[src/rtl/sub_pkg.sv]
// Shared types and constants for the 8-bit borrow-select subtractor pipeline.
// Optional feature macro: SUB_OVERFLOW_EN (adds signed-overflow sign bits to s1_t).
package sub_pkg;

    localparam int unsigned NIBBLE_W = 4;

    typedef logic [NIBBLE_W-1:0] nibble_t;

    // Stage-1 payload: lower result plus both precomputed upper candidates
    typedef struct packed {
        nibble_t lo_diff;
        logic    lo_borrow;
        nibble_t up_diff0;
        logic    up_borrow0;
        nibble_t up_diff1;
        logic    up_borrow1;
`ifdef SUB_OVERFLOW_EN
        logic    a_msb;
        logic    b_msb;
`endif
    } s1_t;

endpackage : sub_pkg

[src/rtl/four_bit_subtractor.sv]
// Combinational 4-bit subtractor: {Bout, diff} = A - B - Bin.
// Ports:
//   A, B  : 4-bit operands
//   Bin   : borrow in
//   diff  : 4-bit difference (mod 16)
//   Bout  : borrow out, 1 when A < B + Bin
module four_bit_subtractor
    import sub_pkg::*;
(
    input  logic [3:0] A,
    input  logic [3:0] B,
    input  logic       Bin,
    output logic [3:0] diff,
    output logic       Bout
);

    logic [NIBBLE_W:0] wide;

    // One extra bit captures the borrow as the sign of the 5-bit result
    always_comb begin
        wide = {1'b0, A} - {1'b0, B} - (NIBBLE_W+1)'(Bin);
        diff = wide[NIBBLE_W-1:0];
        Bout = wide[NIBBLE_W];
    end

endmodule : four_bit_subtractor

[src/rtl/eight_bit_select_subtractor_pipe.sv]
// Two-stage pipelined 8-bit borrow-select subtractor computing A - B - Bin,
// with valid/ready handshakes on both sides and full backpressure.
// Optional feature macro: SUB_OVERFLOW_EN (adds registered output_ovf).
// Ports:
//   clk, reset_n        : clock, asynchronous active-low reset
//   A, B, Bin           : minuend, subtrahend, borrow in
//   in_valid / in_ready : input handshake (in_ready is combinational)
//   output_diff         : registered difference
//   output_Bout         : registered borrow out
//   out_valid/out_ready : output handshake
//   output_ovf          : registered signed overflow (SUB_OVERFLOW_EN only)
module eight_bit_select_subtractor_pipe
    import sub_pkg::*;
(
    input  logic       clk,
    input  logic       reset_n,
    input  logic [7:0] A,
    input  logic [7:0] B,
    input  logic       Bin,
    input  logic       in_valid,
    output logic       in_ready,
    output logic [7:0] output_diff,
    output logic       output_Bout,
    output logic       out_valid,
    input  logic       out_ready
`ifdef SUB_OVERFLOW_EN
    ,
    output logic       output_ovf
`endif
);

    s1_t     s1_d;
    s1_t     s1_q;
    logic    s1_valid;
    logic    s1_load;
    logic    s2_load;

    nibble_t lo_diff;
    logic    lo_borrow;
    nibble_t up_diff0;
    logic    up_borrow0;
    nibble_t up_diff1;
    logic    up_borrow1;

    nibble_t sel_up_diff;
    logic    sel_up_borrow;

    // Lower nibble with the real borrow in
    four_bit_subtractor u_sub_lo (
        .A    (A[3:0]),
        .B    (B[3:0]),
        .Bin  (Bin),
        .diff (lo_diff),
        .Bout (lo_borrow)
    );

    // Upper nibble assuming no borrow from the lower nibble
    four_bit_subtractor u_sub_up0 (
        .A    (A[7:4]),
        .B    (B[7:4]),
        .Bin  (1'b0),
        .diff (up_diff0),
        .Bout (up_borrow0)
    );

    // Upper nibble assuming a borrow from the lower nibble
    four_bit_subtractor u_sub_up1 (
        .A    (A[7:4]),
        .B    (B[7:4]),
        .Bin  (1'b1),
        .diff (up_diff1),
        .Bout (up_borrow1)
    );

    // Assemble the stage-1 payload
    always_comb begin
        s1_d            = '0;
        s1_d.lo_diff    = lo_diff;
        s1_d.lo_borrow  = lo_borrow;
        s1_d.up_diff0   = up_diff0;
        s1_d.up_borrow0 = up_borrow0;
        s1_d.up_diff1   = up_diff1;
        s1_d.up_borrow1 = up_borrow1;
`ifdef SUB_OVERFLOW_EN
        s1_d.a_msb      = A[7];
        s1_d.b_msb      = B[7];
`endif
    end

    // Pipeline advance: a stage loads when it is empty or its successor drains it
    always_comb begin
        s2_load  = !out_valid || out_ready;
        s1_load  = !s1_valid || s2_load;
        in_ready = s1_load;
    end

    // Lower borrow picks which precomputed upper candidate is correct
    always_comb begin
        sel_up_diff   = s1_q.lo_borrow ? s1_q.up_diff1   : s1_q.up_diff0;
        sel_up_borrow = s1_q.lo_borrow ? s1_q.up_borrow1 : s1_q.up_borrow0;
    end

    // Stage 1 register; valid clears when no new data arrives on a load
    always_ff @(posedge clk or negedge reset_n) begin
        if (!reset_n) begin
            s1_valid <= 1'b0;
            s1_q     <= '0;
        end else if (s1_load) begin
            s1_valid <= in_valid;
            if (in_valid) begin
                s1_q <= s1_d;
            end
        end
    end

    // Stage 2 / output register; data holds while stalled
    always_ff @(posedge clk or negedge reset_n) begin
        if (!reset_n) begin
            out_valid   <= 1'b0;
            output_diff <= 8'h00;
            output_Bout <= 1'b0;
        end else if (s2_load) begin
            out_valid <= s1_valid;
            if (s1_valid) begin
                output_diff <= {sel_up_diff, s1_q.lo_diff};
                output_Bout <= sel_up_borrow;
            end
        end
    end

`ifdef SUB_OVERFLOW_EN
    // Overflow when operand signs differ and the result sign differs from A
    always_ff @(posedge clk or negedge reset_n) begin
        if (!reset_n) begin
            output_ovf <= 1'b0;
        end else if (s2_load && s1_valid) begin
            output_ovf <= (s1_q.a_msb != s1_q.b_msb) && (sel_up_diff[3] != s1_q.a_msb);
        end
    end
`endif

endmodule : eight_bit_select_subtractor_pipe

[config.mk]
export PLATFORM = sky130hd
export DESIGN_NAME = eight_bit_select_subtractor_pipe
export DESIGN_NICKNAME = d
export VERILOG_FILES = /design/src/rtl/sub_pkg.sv /design/src/rtl/four_bit_subtractor.sv /design/src/rtl/eight_bit_select_subtractor_pipe.sv
export SDC_FILE = /design/constraint.sdc
export NUM_CORES = 1
export LEC_CHECK = 0
export CORE_UTILIZATION = 45
export CTS_BUF_LIST = sky130_fd_sc_hd__clkbuf_8
export CTS_CLUSTER_DIAMETER = 200
export CTS_CLUSTER_SIZE = 20
export DETAILED_ROUTE_END_ITERATION = 7
export PLACE_DENSITY = 0.86
export SYNTH_ARGS = -nofsm -noshare
export SYNTH_HDL_FRONTEND = slang
export SYNTH_SLANG_ARGS = --single-unit
[constraint.sdc]
create_clock -name clk -period 1.1 [get_ports clk]
set_input_delay 0.33 -clock clk [delete_from_list [all_inputs] [get_ports clk]]
set_output_delay 0.33 -clock clk [all_outputs]
set_load 0.03 [all_outputs]
==> results list, run 1 <==
* Status: finished, violations left
* Violated checks: design-rule violations, negative setup slack
- Measured on the finished design, the core utilization comes to 0.860.
- Required time reported for the critical path endpoint: around 1300 ps
- Setup repair after global routing could not meet its margin everywhere.
- Of the total power, the share spent switching nets is 0.349.
* Share of the synthesized area in the top cell type: 0.464
- Post-route setup TNS: -5570 ps
- The mapped netlist covers ~1400 um2.
- Cell count after synthesis: between 100 and 150
- Detailed Route WL: 3970 um
- After global routing the overflow that remains totals 0.
- Combinational cell fraction of total power: 0.471
- Drt pass-1 iters: 6
- Reported leakage power: 1.14 nW
* Synthesized-area fraction occupied by xor and xnor cells: 0.0375
* Relative slew slack: 0.737
- Most instantiated library cell after synthesis: sky130_fd_sc_hd__dfrtp_1
- Of the total power, registers draw 0.369.
* DRC errors left: 1
- In the post-route analysis, the smallest setup slack over all paths is -528 ps.
* Global router's overall resource usage: 0.239
* Crit-path max FO: 2
- In the finished design, the share of the clock period the worst path needs comes to 1.48.
* Area growth syn-to-layout: 74.8%
- Placeable core region: 2850 um2
- Clock sinks: 26
* Number of antenna cells inserted: 0
- Based on the critical path, the design can be clocked at up to a little over 600 MHz.
* Cell accounting for the most synthesized area: sky130_fd_sc_hd__dfrtp_1
- Buffers on Ports: 31
- After clock tree synthesis, the clock-pin slew on the worst setup and hold paths is approximately 90 ps.
* Count of standard-cell rows: 19
- Of the cells placed in the final design, the portion with a size suffix greater than 1 is 0.582.
- By startpoint and endpoint, the worst setup path is classified as input pin to register.
- In this run the register-to-register setup slack is -290 ps.
* Via-to-Cell Ratio: roughly 5.4
* Worst setup skew after layout: 7.08 ps
* Main flop type after synthesis: sky130_fd_sc_hd__dfrtp_1
* Complex-gate fraction of the synthesized area: 0.105
- The netlist uses 21 different library cells.
* Number of nets in the finished design: about 240
- Final setup violating endpoints: 28
- The worst path in the final design needs a cycle of 1630 ps, including I/O delays and setup.
* Maximum VDD drop: about 0.77 mV
- Power per cell area: 1560 nW/um2
* Fraction of the mapped netlist area in adder cells: 0.141
- Initial detailed-routing violation count: 50
- Counting flops with an async set or reset pin after synthesis yields a share of 1.00.
- In the synthesized netlist, the cells that appear most often are sky130_fd_sc_hd__dfrtp_1, sky130_fd_sc_hd__nand2_1, sky130_fd_sc_hd__o21ai_0.
- Startpoint type of the worst setup path: input pin
* Simple-gate portion of the synthesized area: 0.112
* Synthesis Warnings: 0
* Avg Inst Size Synth: around 10 um2
* Type of destination of the critical path: register
- Post-CTS Hold Buffers: 0
* Ranking of synthesized cells by area: sky130_fd_sc_hd__dfrtp_1, sky130_fd_sc_hd__ha_1, sky130_fd_sc_hd__nand2_1
* Library cell used as clock root buffer: sky130_fd_sc_hd__clkbuf_8
* Chip height: slightly below 60 um
- The share of the Yosys chip area taken by registers is 0.464.
* Proportion of power drawn by the clock network: 0.160
- Mux share of post-synthesis cell area: 0.0919
* NetSw: roughly 1.3 mW
* Final Max Slew Viols: 0
- Design internal power: 2.49 mW
- Number of H-tree levels: 1
* Syn nets: between 150 and 200
- Crit path arrival time: 1790 ps
- Post-detail-place hpwl: around 2100 um
* Die ar.: 3340 um2
* TritonCTS clock tree: yes
- Antenna violations before repair: 0
- Entering global routing, the biggest net connects 27 pins.
- Global-route wire length before repair: between 5000 and 6000 um
* Number of storage elements in the synthesis netlist: 26
- Max cap viols: 0
* Detail-routed net length per standard cell: 17.1 um
* Vias in the first global route: between 1000 and 1500
- The min-delay analysis places its worst path in the category input pin to asynchronous set/reset pin.
- The tightest hold path in the finished design has a slack of slightly above 400 ps.
- At the pin with the least slew margin, the transition time is about 390 ps.
* Final weighted congestion in routability-driven placement: between 0.7 and 0.8
- Residual antenna-violating net count after detailed routing: 0
- Effective utilization at floorplan: 0.492
* Later-pin clock latency in the skew report: between 200 and 300 ps
* Dominant combinational cell family by area after synthesis: adder cells
- The number of clock buffers added by TritonCTS is 3.
* Vias: 1253
- Top Ports: 32
- In this run the deepest clock path goes through 2 buffers.
* Die boundary width: between 50 and 60 um
- The final-report hold violation count was 0.
- EDFF count, synth: 0
final cells by class:
type	instances	area (um2)
multi-input combinational	90	973
inverter	14	70.1
timing repair buffer	67	663
clock buffer	4	55.1
fill	128	400
tap	31	38.8
sequential	26	652
power by group through the flow:
stage | logic (mW) | clock network, mW | registers (mW)
after floorplan | 0.538 | 0 | 1.56
after global placement | 1.18 | 0 | 1.35
after detailed placement | 1.21 | 0 | 1.38
after CTS | 1.55 | 0.612 | 1.38
after global routing | 1.91 | 0.653 | 1.43
final | 1.80 | 0.611 | 1.41
registers in the layout, indices dropped and copies added, names as in the netlist:
| register | flops |
|---|---|
| s1_q | 15 |
| output_Bout | 1 |
| output_diff | 8 |
| s1_valid | 1 |
| out_valid | 1 |
per-layer routing:
| layer | wire length, um | global-route usage |
|---|---|---|
| met1 | 1610 | 0.288 |
| met2 | 2170 | 0.450 |
| met4 | 81 | 0.0918 |
| met3 | 100 | 0.00670 |
| met5 | 0 | 0 |
kinds of logic (layout without fill, tap and decap cells):
group,Yosys count,in the layout
flip-flops,26,26
buffers and inverters,18,85
adder cells (fa/ha/maj),14,14
AND/OR/NAND/NOR,33,33
AO/OA/AOI/OAI,25,25
multiplexers,12,12
XOR/XNOR,6,6
worst max-delay path: stages:
cell and delay (ps):
sky130_fd_sc_hd__buf_8 110, sky130_fd_sc_hd__inv_12 40, sky130_fd_sc_hd__ha_4 110, sky130_fd_sc_hd__inv_2 30, sky130_fd_sc_hd__fa_2 520, sky130_fd_sc_hd__inv_2 60
sky130_fd_sc_hd__ha_4 170, sky130_fd_sc_hd__xnor2_2 140, sky130_fd_sc_hd__mux2_4 270
through the flow:
step           std cells  power [mW]  area (um2)  setup slack, ps
6_report             232        3.83        2450             -528
5_1_grt              232        4.00        2450             -547
4_1_cts              228        3.54        2310             -478
3_5_place_dp         210        2.59        1940            -1310
3_3_place_gp         210        2.53        1940            -1260
2_1_floorplan        134        2.09        1490             -644
final timing paths:
| kind | from | endpoint | cells past startpoint |
|---|---|---|---|
| worst max register to register | s1_valid | s1_q[4] | 6 |
| min in group clk | B[4] | s1_q[6] | 4 |
| worst max-delay path | A[4] | s1_q[3] | 9 |
| max in group asynchronous | reset_n | out_valid | 2 |
| worst min-delay path | reset_n | output_Bout | 2 |
| worst min register to register | s1_q[7] | s1_q[7] | 2 |
timing repair:
item                                   in CTS  in global routing
gates cloned                                0                  1
gates resized for setup                   106                 27
setup endpoints to repair                  35                 33
endpoints found under the hold margin       0                  0
buffers inserted                           14                  6
pin swaps                                  26                 11
cell usage in the layout, fill, tap and decap left out, drive strengths merged:
master	n
a2111o	1
a211o	1
a21o	2
a21oi	3
and3b	1
buf	56
clkbuf	4
clkdlybuf4s50	5
dfrtp	26
dlygate4sd2	6
fa	3
ha	11
inv	14
mux2	7
mux2i	5
nand2	22
nand2b	4
nand3	3
nand3b	2
o211ai	2
o21ai	16
or3	1
xnor2	6
Note: power is estimated with default switching activity, not from simulation.
==> run 2, diff against run 1 <==
--- a/config.mk
+++ b/config.mk
@@ -10,7 +10,7 @@
 export CTS_CLUSTER_DIAMETER = 200
 export CTS_CLUSTER_SIZE = 20
 export DETAILED_ROUTE_END_ITERATION = 7
-export PLACE_DENSITY = 0.86
+export PLACE_DENSITY = 0.83
 export SYNTH_ARGS = -nofsm -noshare
 export SYNTH_HDL_FRONTEND = slang
 export SYNTH_SLANG_ARGS = --single-unit
==> constraint.sdc (replaced) <==
create_clock -name clk -period 1.6 [get_ports clk]
set_input_delay 0.48 -clock clk [delete_from_list [all_inputs] [get_ports clk]]
set_output_delay 0.48 -clock clk [all_outputs]
set_load 0.03 [all_outputs]
==> run 2 against run 1 <==
  * The run still ends with design-rule violations, negative setup slack left
  * Clock skew up 1.3 ps
  * Non-clock buffer count down 12
  * Flip-flop and latch count unchanged
  * Sequential power down 35%
  * Worst setup slack better by 380 ps
  * Critical path type unchanged
==> results list, run 2 (same netlist as run 1, synthesis figures left out) <==
* Detail-routed net length per standard cell: 13.7 um
- The run finished, with violations left.
- Top Ports: 32
* Max Clock Freq: around 570 MHz
- Clock-pin slew was measured on the worst setup and hold paths at 80 ps.
* Number of buffers added by the clock tree synthesis step: 3
- The final reports fail on design-rule violations, negative setup slack.
* Core utilization of the finished layout: 0.776
* Area after DPL: 1960 um2
- STA puts the critical path data arrival time at between 1500 and 2000 ps.
- Vias in the first global route: 1171
- The routed design has approximately 3000 um of wire.
* Commonest non-fill, non-tap cell in the layout: sky130_fd_sc_hd__dfrtp_1
- Library cell used as clock root buffer: sky130_fd_sc_hd__clkbuf_8
- In the global route stage, overall resource usage came out at 0.195.
* Effective utilization at floorplan: 0.492
- During placement, the flow inserted port buffers numbering 31.
* Largest registers in the final layout: s1_q x15, output_diff x8
* Power per cell area: about 1000 nW/um2
- Measured along the y axis, the die boundary spans roughly 58 um.
- The first global-routing pass estimated 5040 um of wire.
* Drt pass-1 iters: 6
- Post-detail-place hpwl: approximately 2100 um
- CP max-delay cell: sky130_fd_sc_hd__fa_2
* Dpl ws: -952 ps
* Initial detailed-routing violation count: 36
- The floorplan has 19 rows.
- Antenna violations before repair: 0
* Leftover overflow at the end of global routing: 0
* Cells along the critical path: buf_8 > inv_12 > ha_4 > inv_2 > fa_2 > inv_2 > ha_4 > xnor2_2 > mux2_4
- Final weighted congestion in routability-driven placement: between 0.7 and 0.8
- The top cell types in the final layout, fill and taps aside, are sky130_fd_sc_hd__dfrtp_1, sky130_fd_sc_hd__buf_4, sky130_fd_sc_hd__nand2_1.
- Number of antenna cells inserted: 0
- Startpoint type of the worst setup path: input pin
* Total count of hold-check failures in the final report: 0
- Max cap viols: 0
* Clock sinks: 26
* Buffers and inverters on the worst path: 4
* Type of destination of the critical path: register
- CP max stage delay: about 520 ps
* Area growth syn-to-layout: 57.8%
- TritonCTS built the clock tree.
* Final setup violating endpoints: 5
* Worst path top cell family by delay: adder cells
- In this run the deepest clock path goes through 2 buffers.
* Worst Setup Slack, final: -145 ps
- Largest reg by FF count: s1_q
- Setup repair after global routing missed its margin: yes
* Relative slew slack: 0.789
- Final Max Slew Viols: 0
- The final route contains between 1000 and 1500 vias.
- Reported leakage power: roughly 1.0 nW
- Summing all non-filler instances in the final layout gives an area of between 2000 and 2500 um2.
- At the worst endpoint, the required time is between 1500 and 2000 ps.
* Fraction of final layout cells sized beyond drive strength 1: 0.455
- Flip-flop count of the largest register, all copies and words added: 15
* Path type of the worst min-delay path: register to register
* Number of nets in the finished design: roughly 230
* Transition time at the pin with the least slew margin: approximately 320 ps
* Die ar.: around 3300 um2
- In the routed layout, each cell is associated on average with a via count of about 5.1.
* DRC errors left: 2
- After floorplanning, the core was sized to cover 2850 um2.
- Critical path class: input pin to register
* Setup slack of the most critical reg-to-reg path: approximately 250 ps
* Period utilization: 1.09
* Die boundary width: just under 60 um
- Summed over all failing endpoints, the final setup total negative slack is -519 ps.
* Later-pin clock latency in the skew report: approximately 260 ps
- The worst path in the final design needs a cycle of 1750 ps, including I/O delays and setup.
- Entering global routing, the biggest net connects 27 pins.
* Worst setup skew after layout: 8.42 ps
* Residual antenna-violating net count after detailed routing: 0
* Number of H-tree levels: 1
* Crit-path max FO: 2
- Across the VDD grid, the largest voltage drop is roughly 0.47 mV.
run 2: cell types whose count changed in the layout (fill, tap and decap cells not counted), sizes merged:
cell           change
buf               -22
clkdlybuf4s50      +1
dlygate4sd2        +7
clkbuf             -1
dlymetal6s2s       +2
inv                +1
run 2: metal layers:
metal / global-route usage / part of all wire / vias to the layer above
met4: 0.0850 / 0.018 / 0
met3: 0.0156 / 0.028 / 6
met2: 0.350 / 0.51 / 27
met5: 0 / 0 / -
li1: - / - / 557
met1: 0.241 / 0.45 / 537
run 2: worst reg2reg max path, stage by stage, from the launching register on:
cell	delay, ps
sky130_fd_sc_hd__dfrtp_2	420
sky130_fd_sc_hd__nand3b_1	120
sky130_fd_sc_hd__buf_4	140
sky130_fd_sc_hd__nand2_4	110
sky130_fd_sc_hd__a2111o_1	390
sky130_fd_sc_hd__o211ai_1	90
run 2: path summary, 6_finish.rpt:
check                               start         to  cells after the start
worst max-delay path                 A[4]    s1_q[3]                      9
worst min-delay path              s1_q[5]    s1_q[5]                      2
worst max register to register  out_valid    s1_q[0]                      5
worst min register to register    s1_q[5]    s1_q[5]                      2
max in group asynchronous         reset_n  out_valid                      2
min in group asynchronous         reset_n    s1_q[9]                      2
run 2: stage by stage:
stage / std cells / hold slack, ps / total power [mW]
floorplan: 134 / 184 / 1.43
global placement: 210 / 452 / 1.77
detailed placement: 210 / 454 / 1.81
CTS: 218 / 471 / 2.16
global route: 220 / 515 / 2.35
finish: 220 / 470 / 2.22
run 2: report_power, final:
group          internal [mW]  switching (mW)  total (mW)
registers              0.825          0.0973       0.923
clock network          0.171           0.180       0.351
logic                  0.460           0.482       0.943
run 2: timing repair:
action,4_1_cts,5_1_grt
setup endpoints to repair,24,7
pin swaps,19,12
buffers inserted,4,2
gates resized for setup,76,18
hold buffers,0,0
hold endpoints to repair,0,0
run 2: final cells by class:
| class | count | area [um2] |
|---|---|---|
| multi-input cells | 90 | 901 |
| fillers | 178 | 639 |
| repair buffers | 55 | 497 |
| flip-flops and latches | 26 | 652 |
| clock inverters | 1 | 3.75 |
| inverters | 14 | 80.1 |
| well taps | 31 | 38.8 |
| clock buffers | 3 | 41.3 |
==> run 3, diff against run 2 <==
==> constraint.sdc (replaced) <==
create_clock -name clk -period 1.6 [get_ports clk]
set_input_delay 0.24 -clock clk [delete_from_list [all_inputs] [get_ports clk]]
set_output_delay 0.24 -clock clk [all_outputs]
set_load 0.03 [all_outputs]
==> run 3 against run 2 <==
  * The flow finishes with violations (design-rule violations)
  * Utilization down 5.9 points
  * Combinational power shrank 3.8%
  * Final cell count down 3.2%
==> results list, run 3 (same netlist as run 1, synthesis figures left out) <==
- Area growth syn-to-layout: 45.8%
* Largest registers in the final layout: s1_q x15, output_diff x8
- Residual antenna-violating net count after detailed routing: 0
- Number of buffers on the longest clock path: 2
- Count of standard-cell rows: 19
- Hold slack final: about 330 ps
- After detailed placement, the total cell area comes to approximately 1900 um2.
- In this run the standard cell core region covers around 2900 um2.
* Detailed Route WL: 2950 um
- CP max stage delay: between 500 and 600 ps
- Combinational cell fraction of total power: 0.405
- Detailed placement ended at an HPWL of ~2200 um.
* Most frequent cells in the layout: sky130_fd_sc_hd__dfrtp_1, sky130_fd_sc_hd__nand2_1, sky130_fd_sc_hd__clkdlybuf4s50_1, sky130_fd_sc_hd__buf_4, sky130_fd_sc_hd__o21ai_0
- Relative slew slack: 0.679
* Number of nets in the finished design: 218
- After layout, the minimum clock period comes to between 1500 and 2000 ps.
* Violated checks: design-rule violations
* Worst Setup Slack, final: roughly 31 ps
* Design internal power: 1.50 mW
* Status: finished, violations left
* Startpoint type of the worst setup path: input pin
* Effective utilization at floorplan: 0.492
* Dpl ws: -710 ps
* Path type of the worst min-delay path: input pin to asynchronous set/reset pin
- Proportion of power drawn by the clock network: 0.181
- Period utilization: 0.981
- Number of buffers added by the clock tree synthesis step: 3
- Max Clock Freq: around 640 MHz
- Crit path arrival time: 1720 ps
- The worst setup path is captured at a register.
- Buffers on Ports: 31
- The via count of the first global-routing pass was approximately 1200.
* Commonest non-fill, non-tap cell in the layout: sky130_fd_sc_hd__dfrtp_1
- The final max-slew violation count is 0.
- For this design, the sink count on the clock tree is 26.
- Cells along the critical path: clkdlybuf4s15_2 > ha_4 > inv_2 > fa_2 > inv_4 > ha_4 > xnor2_1 > mux2_4
* Global router's overall resource usage: 0.203
- The finished cells cover around 2000 um2.
- Reported leakage power: roughly 0.93 nW
- The tree is rooted in a sky130_fd_sc_hd__clkbuf_8.
* Largest reg by FF count: s1_q
- Clock transition at the registers of the reported paths: 80 ps
* Later-pin clock latency in the skew report: 260 ps
- The worst register-to-register path begins at out_valid.
* Switch share: 0.333
* Final setup violating endpoints: 0
- The die covers 3340 um2.
- TritonCTS built the clock tree.
* Top Ports: 32
- Detail-routed net length per standard cell: 13.8 um
- Die boundary width: roughly 58 um
* Total count of hold-check failures in the final report: 0
- The initial antenna violation count was 0.
* Layout fillers: 211
- Of the cells placed in the final design, the portion with a size suffix greater than 1 is 0.401.
- Flip-flop count of the largest register, all copies and words added: 15
- Overall power consumption after layout is estimated at between 2 and 2.5 mW.
* Power per cell area: about 1100 nW/um2
- Crit-path max FO: 3
- Critical path origin: B[4]
- Maximum VDD drop: between 0.4 and 0.5 mV
- The repair_antennas step left the layout with diodes totalling 0.
- The slowest stage of the critical path is the sky130_fd_sc_hd__fa_2 cell.
* Required time reported for the critical path endpoint: around 1800 ps
- Number of H-tree levels: 1
- Worst setup skew after layout: around 5 ps
- Initial detailed-routing violation count: 34
- Max cap viols: 0
- Global-route wire length before repair: between 5000 and 6000 um
- Maximum number of pins on one net before global-route repair: 27
* Transition time at the pin with the least slew margin: 477 ps
- The die is ~58 um tall.
* Setup repair after global routing missed its margin: yes
- Leftover overflow at the end of global routing: 0
* Via-to-Cell Ratio: ~5.3
- Most numerous cell on the critical path: sky130_fd_sc_hd__ha_4
- For this run, the share of the core covered by cells in the final layout is 0.717.
* DRC errors left: 2
- In this run the power spent charging and discharging nets is ~0.75 mW.
* Sequential power share: 0.415
* Final weighted congestion in routability-driven placement: 0.722
* Drt pass-1 iters: 6
- The final route contains around 1100 vias.
* Critical path class: input pin to register
==> run 3: cell count changes in the layout (fill, tap and decap cells not counted), sizes merged <==
cell | previous run | this run
buf | 34 | 19
clkbuf | 3 | 11
clkdlybuf4s15 | 0 | 1
clkdlybuf4s50 | 6 | 18
dlygate4sd2 | 13 | 2
dlymetal6s2s | 2 | 1
inv | 15 | 14
==> run 3: final cells by class <==
cell class | instances | area [um2] | share of cell area
multi-input combinational | 90 | 835 | 0.408
sequential | 26 | 652 | 0.319
timing repair buffer | 48 | 397 | 0.194
inverter | 14 | 67.6 | 0.0330
clock buffer | 4 | 55.1 | 0.0269
tap | 31 | 38.8 | 0.0190
==> run 3: final timing paths <==
| path | slack (ps) | endpoint | cells past startpoint |
|---|---|---|---|
| worst max-delay path | 30 | s1_q[3] | 8 |
| max in group asynchronous | 1010 | out_valid | 2 |
| worst min register to register | 480 | output_diff[6] | 2 |
| worst min-delay path | 330 | s1_q[2] | 2 |
| worst max register to register | 300 | s1_q[0] | 4 |
| min in group clk | 480 | output_diff[6] | 2 |
==> run 3: stage by stage <==
| stage | setup TNS [ps] | cells |
|---|---|---|
| final | 0 | 213 |
| after detailed placement | -6460 | 206 |
| after CTS | 0 | 212 |
| after floorplan | -107 | 134 |
| after global placement | -5910 | 206 |
| after global routing | -48.8 | 213 |
==> run 3: power by group through the flow <==
stage / combinational, mW / sequential (mW) / clock [mW]
detailed placement: 0.846 / 0.943 / 0
global placement: 0.819 / 0.928 / 0
floorplan: 0.357 / 1.07 / 0
global route: 0.986 / 0.949 / 0.444
finish: 0.907 / 0.929 / 0.405
CTS: 0.878 / 0.930 / 0.409
==> run 3: worst max-delay path: cells and delay by family <==
family     cells  cell delay [ps]
xor+xnor       1              120
mux            1              260
fa+ha+maj      3              830
buf+inv        3              280
==> run 3: repair_timing <==
item,in CTS,in global routing
hold buffers,0,0
setup endpoints to repair,13,8
buffers inserted,2,1
pin swaps,15,18
gates resized for setup,34,21
endpoints found under the hold margin,0,0
==> run 3: per-layer routing <==
metal	vias up	routed length, um	GRT usage
met5	-	0	0
met4	0	56	0.0850
met3	6	94	0.0290
met1	538	1240	0.239
li1	548	-	-
met2	31	1560	0.369
==> patch: new RTL, settings of run 2 <==
Add a define of `SUB_OVERFLOW_EN`.
--- a/src/rtl/sub_pkg.sv
+++ b/src/rtl/sub_pkg.sv
@@ -2,2 +2,4 @@
 // Optional feature macro: SUB_OVERFLOW_EN (adds signed-overflow sign bits to s1_t).
+`define SUB_OVERFLOW_EN
+
 package sub_pkg;
Formal check against the unedited RTL (old outputs only; new: output_ovf): same outputs for any inputs over 10 cycles, from zero or initial values and one cycle with reset_n low; that may be too few to reach the edited logic, so the function may still have changed.
==> patch against run 2 <==
The flow finishes with violations (negative setup slack). Power increased by 13%. Synthesized area is 8.4% higher. Cell count is 13% higher. Worst setup slack gained 88 ps. Final area up 2.5%. Via count rose by 5.8%. Sequential cell count grew 3. Wire length down 0.43%. Core utilization shrank 5.1 points.
==> patch: results (changes against run 2) <==
multi-input combinational area share = 37.8% (was 40.7%)
inverter count = 13 (was 14)
CP max stage delay = 570 ps (was 520 ps)
Tot Pwr = 0.00250 W (was 0.00222 W)
outcome = finished with violations (unchanged)
most frequent cells after synthesis = 29 x dfrtp_1, 24 x nand2_1, 20 x o21ai_0 (was 26 x dfrtp_1, 22 x nand2_1, 16 x o21ai_0)
ClkCell Share = 3.64% (was 2.04%)
vias in the first global route = 1124 (was 1171)
Net Count, Synth = 181 (was 169)
Top Registers = s1_q (17), output_diff (8) (was s1_q (15), output_diff (8))
Logic power comb = 0.000924 W (was 0.000943 W)
Max rail drop VDD = 0.417 mV (was 0.468 mV)
initial drt markers = 49 (was 36)
met2 WL post-DR = 1500 microns (was 1520 microns)
met1 WL = 1320 microns (was 1350 microns)
Setup TNS = -136 ps (was -519 ps)
Reg clk slew, reported paths = 60 ps (was 80 ps)
failing checks = negative setup slack (was design-rule violations, negative setup slack)
synth unique cells = 25 (was 21)
met3 wire len = 103 microns (was 84 microns)
DPL Wire Length = 2220 microns (was 2150 microns)
R2R Setup Slk = 290 ps (was 250 ps)
Post-Synthesis Cells = 146 (was 134)
CTS H-tree lvls = 2 (was 1)
Rel. slew slack = 79.0% (was 78.9%)
global placement routability congestion = 0.743 (was 0.756)
Vias/cell = 4.79 (was 5.12)
largest net degree at the start of global routing = 30 (was 27)
mux contribution to synthesized area = 8.48% (was 9.19%)
Setup-failing EPs final = 3 (was 5)
CTS Sinks = 29 (was 26)
Psw = 0.000858 W (was 0.000759 W)
M3 GR Usage = 4.11% (was 1.56%)
Post-Route WL = 2990 microns (was 3010 microns)
part of the Yosys area used for sequential elements = 47.7% (was 46.4%)
Layout fillers = 235 (was 178)
buffering overhead = 21.6% (was 22.4%)
met1 usage = 22.2% (was 24.1%)
setup ws final = -57.2 ps (was -145 ps)
CP Data Arrival Time = 1820 ps (was 1900 ps)
multi-input gates = 99 (was 90)
Port Buffers = 32 (was 31)
Placement Setup Slack = -896 ps (was -952 ps)
EDFF count, synth = 0 (unchanged)
CTS Buf Count = 5 (was 3)
Area contributors post-synth = dfrtp_1 48%, ha_1 9.1%, o21ai_0 6.6%, nand2_1 5.9%, mux2_2 5.2% (was dfrtp_1 46%, ha_1 9.8%, nand2_1 5.9%, o21ai_0 5.7%, mux2_2 5.6%)
GR Layer Usage met2 = 32.8% (was 35.0%)
total track usage = 19.1% (was 19.5%)
post-synthesis compound-gate area fraction = 9.79% (was 10.5%)
Reg area = 727 sq um (was 652 sq um)
Final #Nets = 239 (was 225)
layout cells sized above 1 = 38.5% (was 45.5%)
XOR/XNOR share of the synthesized area = 4.61% (was 3.75%)
first-pass detailed-route iteration total = 4 (was 6)
global-route wire length before repair = 4930 microns (was 5040 microns)
Placed Area = 2100 sq um (was 1960 sq um)
multi-input combinational cell area = 857 sq um (was 901 sq um)
Leak Pwr = 1.10 nW (was 1.04 nW)
## patch: cell count changes in the layout (fill, tap and decap cells not counted), sizes merged, moves of 2 or more
| cell | before | now |
|---|---|---|
| nand2 | 22 | 24 |
| dfrtp | 26 | 29 |
| nand3 | 3 | 1 |
| o21ai | 16 | 22 |
| clkinv | 0 | 2 |
| nor2 | 0 | 2 |
| dlygate4sd2 | 13 | 16 |
| xor2 | 0 | 3 |
| o211ai | 2 | 0 |
| clkbuf | 3 | 5 |
| clkdlybuf4s50 | 6 | 4 |
## patch: repair_timing
item | in CTS | in global routing
setup buffers | 5 | 0
resized for setup | 77 | 4
setup endpoints to repair | 25 | 7
pin swaps | 26 | 11
## patch: final timing paths
kind,from,end,cells past startpoint
max in group asynchronous,reset_n,out_valid,2
max,A[4],s1_q[2],9
max reg2reg,out_valid,s1_q[9],7
min,output_diff[4],output_diff[4],2
min in group asynchronous,reset_n,output_ovf,2
min reg2reg,output_diff[4],output_diff[4],2
